<file path="src/rtl/instr_fetch_unit_if.sv">
// rtl/instr_fetch_unit_if.sv - fetch unit memory, decode and redirect bundle
interface instr_fetch_unit_if #(
  parameter int ADDR_WIDTH = 32
);
  logic                  imem_req;
  logic [ADDR_WIDTH-1:0] imem_addr;
  logic                  imem_ack;
  logic [31:0]           imem_rdata;
  logic                  instr_valid;
  logic                  instr_ready;
  logic [31:0]           instr;
  logic [5:0]            opcode;
  logic [ADDR_WIDTH-1:0] pc_out;
  logic                  branch_taken;
  logic [ADDR_WIDTH-1:0] branch_target;

  modport master (
    output imem_req, imem_addr, instr_valid, instr, opcode, pc_out,
    input  imem_ack, imem_rdata, instr_ready, branch_taken, branch_target
  );

  modport slave (
    input  imem_req, imem_addr, instr_valid, instr, opcode, pc_out,
    output imem_ack, imem_rdata, instr_ready, branch_taken, branch_target
  );
endinterface

</file>
<file path="src/rtl/instr_fetch_unit.sv">
// rtl/instr_fetch_unit.sv - PC owner, req/ack fetch, instruction register with redirect squash
module instr_fetch_unit #(
  parameter int                    ADDR_WIDTH = 32,
  parameter logic [ADDR_WIDTH-1:0] RESET_PC   = '0
) (
  input  logic                clk,
  input  logic                reset,
  instr_fetch_unit_if.master  bus
);
  typedef enum logic {ST_REQ, ST_VALID} state_t;

  state_t                state_q, state_d;
  logic [ADDR_WIDTH-1:0] pc_q, pc_d;
  logic [ADDR_WIDTH-1:0] pc_out_q, pc_out_d;
  logic [31:0]           instr_q, instr_d;
  logic                  squash_q, squash_d;
  logic [ADDR_WIDTH-1:0] redirect_pc;

  assign redirect_pc = bus.branch_target & ~ADDR_WIDTH'(3);

  always_comb begin
    state_d  = state_q;
    pc_d     = pc_q;
    pc_out_d = pc_out_q;
    instr_d  = instr_q;
    squash_d = squash_q;
    case (state_q)
      ST_REQ: begin
        if (bus.branch_taken) begin
          pc_d = redirect_pc;
          // Without a same-cycle ack the old request is still owed a response.
          squash_d = !bus.imem_ack;
        end else if (bus.imem_ack) begin
          if (squash_q) begin
            squash_d = 1'b0;
          end else begin
            instr_d  = bus.imem_rdata;
            pc_out_d = pc_q;
            pc_d     = pc_q + ADDR_WIDTH'(4);
            state_d  = ST_VALID;
          end
        end
      end
      ST_VALID: begin
        if (bus.branch_taken) begin
          pc_d    = redirect_pc;
          state_d = ST_REQ;
        end else if (bus.instr_ready) begin
          state_d = ST_REQ;
        end
      end
      default: state_d = ST_REQ;
    endcase
  end

  always_ff @(posedge clk or posedge reset) begin
    if (reset) begin
      state_q  <= ST_REQ;
      pc_q     <= RESET_PC;
      pc_out_q <= '0;
      instr_q  <= '0;
      squash_q <= 1'b0;
    end else begin
      state_q  <= state_d;
      pc_q     <= pc_d;
      pc_out_q <= pc_out_d;
      instr_q  <= instr_d;
      squash_q <= squash_d;
    end
  end

  // Gated by reset so memory never sees a request while reset is held.
  assign bus.imem_req    = (state_q == ST_REQ) && !reset;
  assign bus.imem_addr   = pc_q;
  assign bus.instr_valid = (state_q == ST_VALID);
  assign bus.instr       = instr_q;
  assign bus.opcode      = instr_q[31:26];
  assign bus.pc_out      = pc_out_q;
endmodule

</file>
<file path="src/flat_wrapper.sv">
// flat-port wrapper written by rule: the top's interface ports become plain ports
module instr_fetch_unit_flat 
#(
  parameter int                    ADDR_WIDTH = 32,
  parameter logic [ADDR_WIDTH-1:0] RESET_PC   = '0
)
  (clk, reset, bus_imem_req, bus_imem_addr, bus_instr_valid, bus_instr, bus_opcode, bus_pc_out, bus_imem_ack, bus_imem_rdata, bus_instr_ready, bus_branch_taken, bus_branch_target);
  instr_fetch_unit_if #(.ADDR_WIDTH(ADDR_WIDTH)) bus_i ();
  input  logic clk;
  input  logic reset;
  output wire logic [$bits(bus_i.imem_req)-1:0] bus_imem_req;
  output wire logic [$bits(bus_i.imem_addr)-1:0] bus_imem_addr;
  output wire logic [$bits(bus_i.instr_valid)-1:0] bus_instr_valid;
  output wire logic [$bits(bus_i.instr)-1:0] bus_instr;
  output wire logic [$bits(bus_i.opcode)-1:0] bus_opcode;
  output wire logic [$bits(bus_i.pc_out)-1:0] bus_pc_out;
  input wire logic [$bits(bus_i.imem_ack)-1:0] bus_imem_ack;
  input wire logic [$bits(bus_i.imem_rdata)-1:0] bus_imem_rdata;
  input wire logic [$bits(bus_i.instr_ready)-1:0] bus_instr_ready;
  input wire logic [$bits(bus_i.branch_taken)-1:0] bus_branch_taken;
  input wire logic [$bits(bus_i.branch_target)-1:0] bus_branch_target;
  assign bus_imem_req = bus_i.imem_req;
  assign bus_imem_addr = bus_i.imem_addr;
  assign bus_instr_valid = bus_i.instr_valid;
  assign bus_instr = bus_i.instr;
  assign bus_opcode = bus_i.opcode;
  assign bus_pc_out = bus_i.pc_out;
  assign bus_i.imem_ack = bus_imem_ack;
  assign bus_i.imem_rdata = bus_imem_rdata;
  assign bus_i.instr_ready = bus_instr_ready;
  assign bus_i.branch_taken = bus_branch_taken;
  assign bus_i.branch_target = bus_branch_target;
  instr_fetch_unit #(.ADDR_WIDTH(ADDR_WIDTH), .RESET_PC(RESET_PC)) u_core (.clk(clk), .reset(reset), .bus(bus_i));
endmodule
</file>
<file path="config.mk">
export PLATFORM = sky130hd
export DESIGN_NAME = instr_fetch_unit_flat
export DESIGN_NICKNAME = d
export VERILOG_FILES = /design/src/rtl/instr_fetch_unit_if.sv /design/src/rtl/instr_fetch_unit.sv /design/src/flat_wrapper.sv
export SDC_FILE = /design/constraint.sdc
export NUM_CORES = 1
export LEC_CHECK = 0
export CORE_MARGIN = 2
export CORE_UTILIZATION = 40
export CTS_BUF_LIST = sky130_fd_sc_hd__clkbuf_4 sky130_fd_sc_hd__clkbuf_8
export DETAILED_ROUTE_END_ITERATION = 8
export PLACE_DENSITY = 0.75
export REMOVE_ABC_BUFFERS = 1
export SLEW_MARGIN = 30
export SYNTH_ARGS = -nofsm -noshare
export SYNTH_HDL_FRONTEND = slang
export SYNTH_SLANG_ARGS = --single-unit
</file>
<file path="constraint.sdc">
create_clock -name clk -period 3.36 [get_ports clk]
set_input_delay 0.504 -clock clk [delete_from_list [all_inputs] [get_ports clk]]
set_output_delay 0.504 -clock clk [all_outputs]
set_load 0.005 [all_outputs]
</file>
==> results.yml <==
detailed_routing:
  antenna_left: 0
  avgRoutedWirePerCell_um: 14.81
  vias_per_cell: 5.077
  wl_um: 11670
  route.detailed.drc: 0
  drt_iter0_markers: 329
  firstDrtPassIters: 5
  vias: 4001
global_route:
  grt_max_degree: 70
  grt_pass1_vias: 3854
  grtUsageTotal: 0.2052
  grt_pass1_wl_um: 18860
  antenna_found_initial: 0
  overflow: 0
cts:
  cts_hold_buf: 0
  insertion_delay_ps: 370
  post_cts_buffers: 0
  cts.clk_slew.worst_paths_ps: 90
  cts.sinks: 94
  htreeDepth: 3
  cts-root-buf: "clkbuf_8"
  cts-resized-gates: 0
  cts_buffers: 9
  cts_tree: "done"
  cts_buffer_depth: 2
sta:
  rsz0062_at_grt: "false"
  worst_pin_slew_ps: 626.6
  drv_slew: 0
  hold_viol_final: 0
  clock.fmax_mhz: 448.8
  max_slew_margin: 0.5822
  finClkSkew_ps: 19.24
  min_period_ps: 2228
  setup_tns_ps: 0
  setup_viol: 0
  fin_crit_sh: 0.6631
floorplanning:
  fp-row-count: 37
  die-area_um2: 11620
  initial_core_util: 0.4155
  die_w_um: 107.8
  die_y_um: 107.8
  pin_count: 173
  core_um2: 10370
synthesis:
  synthFlopType: "dfrtp_1"
  synth_area_leaders: "dfrtp_1, nand2_1, nor2_1"
  syn_avg_cell_area_um2: 8.705
  synth_top_area_share: 0.5459
  synth_async_sr_flop_share: 1.000
  seq_area_frac_synth: 0.5459
  synth-seq-cells: 94
  netlist_area_um2: 4309
  synthCells: 495
  synthDistinctLibCells: 47
  synth-warning-count: 0
  yosysTopAreaCell: "dfrtp_1"
  synth_edf_count: 0
worst_setup_path:
  worst-r2r-setup-slack_ps: 1230
  cp_num_buf_inv: 1
  timing.critical_path.mode_cell: "nor3_1"
  critPathTopFamily: "simple AND/OR/NAND/NOR gates"
  cp_max_fo: 25
  reg2reg_depth: 6
  cp_cell_sequence: "clkdlybuf4s50_1 -> nor2_1 -> nand3_2 -> nor3_1 -> and3_1 -> nor3_1"
  critPathLaunchType: "input port"
  rr_startpoint: "u_core.bus.imem_addr[2]"
  cp_slowest_cell: "nor3_1"
  crit_path_end_kind: "flop"
  crit_type: "in2reg"
  cp.arrival_ps: 2480
  worstPathRequired_ps: 3610
  slowest_delay_ps: 580
  reg2reg_to: "u_core.bus.imem_addr[20]"
flow_run:
  cap_viol_max_count: 0
placed_design:
  portBuffers: 166
  place_congestion: 0.7827
  dp_hpwl_um: 8305
finish:
  layout_commonest_cell: "nand2_1"
  antenna_cells: 0
  n_fill_cell: 905
  multi_input_area_um2: 1765
  mostFrequentLayoutCells: "nand2_1, clkdlybuf4s50_1, dfrtp_1, nor2_1, o21ai_0"
  final_util: 0.6046
  seq_area_um2: 2352
  drive_gt1_frac: 0.05828
  finalNetCount: 717
  syn2layout_area_growth_pct: 45.50
hold_path:
  min_from: "u_core.bus.pc_out[14]"
  holdPathStages: 2
  hp-class: "reg2reg"
  min_to: "u_core.bus.pc_out[14]"
pwr:
  p_leak_nw: 2.851
  switching_power_w: 0.0009840
  p_int_w: 0.002423
  p_clk_frac: 0.232
  ir_drop_mv: 0.2630
  swShare: 0.2888
  combPwrFrac: 0.309
  power_density_nw_per_um2: 543.3
  pwr-share-seq: 0.459
run_status:
  status: "finished, final reports clean"
## cell type report
cell class              count  share of cell area
inverters                   8            0.005588
flip-flops and latches     94              0.3752
clock inverters             4            0.008581
multi-input cells         360              0.2816
clock buffers              12             0.02534
repair buffers            174              0.2766
well taps                 136             0.02714
## how the worst max path moves through the flow
| stage | from | end | slack, ps | depth (start not counted) |
|---|---|---|---|---|
| final | bus_branch_taken | u_core.bus.imem_addr[20] | 1130 | 6 |
| after global routing | bus_branch_taken | u_core.bus.imem_addr[28] | 1030 | 6 |
| after global placement | bus_branch_taken | u_core.bus.imem_addr[24] | 730 | 6 |
| after floorplan | bus_branch_taken | u_core.bus.imem_addr[31] | -400 | 5 |
| after detailed placement | bus_branch_taken | u_core.bus.imem_addr[31] | 740 | 6 |
| after CTS | bus_branch_taken | u_core.bus.imem_addr[31] | 1130 | 6 |
## per-layer routing
layer | wire [um] | global-route usage
met1 | 5207 | 0.2721
met2 | 5461 | 0.3369
met3 | 825 | 0.03814
met5 | 0 | 0
met4 | 177 | 0.07234
## through the flow
step                      worst slack (ps)  instance area [um2]  hold slack [ps]  power (W)  cells
after floorplan                     -397.3                 4141            469.7   0.001906    462
after global placement               728.2                 6055            456.4   0.002613    772
after detailed placement             736.8                 6055            461.2   0.002648    772
after CTS                             1127                 6267            482.4   0.003445    788
after global routing                  1028                 6270            500.3   0.003632    788
final                                 1132                 6270            474.7   0.003407    788
## state kept, by name, summed over array words and instances, names as in the netlist
signal / flops
u_core.bus.pc_out: 30
u_core.bus.imem_addr: 30
u_core.squash_q: 1
u_core.bus.instr: 32
u_core.bus.instr_valid: 1
## tightest hold or removal path, cell delays in order, from the launching register on
cell and delay, ps:
dfrtp_1 340, nand2_1 50, nand2_1 50
## cells in the mapped netlist, drive strengths merged, types with 3 or more instances
library cell / number
a221oi: 3
and4: 3
a31oi: 4
inv: 8
nand2: 207
and3: 13
buf: 13
a311oi: 3
nor2: 27
nor4: 3
a211oi: 8
o21ai: 18
nor3: 11
a21oi: 16
dfrtp: 94
clkbuf: 23
o22ai: 3
nand4: 4
nand3: 9
xnor2: 4
## power by group through the flow
stage                     clock network, W  registers [W]  logic [W]
after detailed placement                 0        0.00158    0.00106
after CTS                         0.000814        0.00156    0.00107
after global routing              0.000870        0.00160    0.00117
final                             0.000792        0.00156    0.00105
after floorplan                          0        0.00159   0.000319
after global placement                   0        0.00157    0.00104
## kinds of logic after synthesis
| kind of cell | Yosys count | share of synthesized area |
|---|---|---|
| AND/OR/NAND/NOR | 284 | 0.2886 |
| XOR/XNOR | 5 | 0.01016 |
| flip-flops | 94 | 0.5459 |
| AO/OA/AOI/OAI | 65 | 0.1008 |
| buffers and inverters | 44 | 0.04849 |
| other | 1 | 0.0008702 |
| adder cells (fa/ha/maj) | 1 | 0.002903 |
| multiplexers | 1 | 0.002323 |
Note: power is estimated with default switching activity, not from simulation.
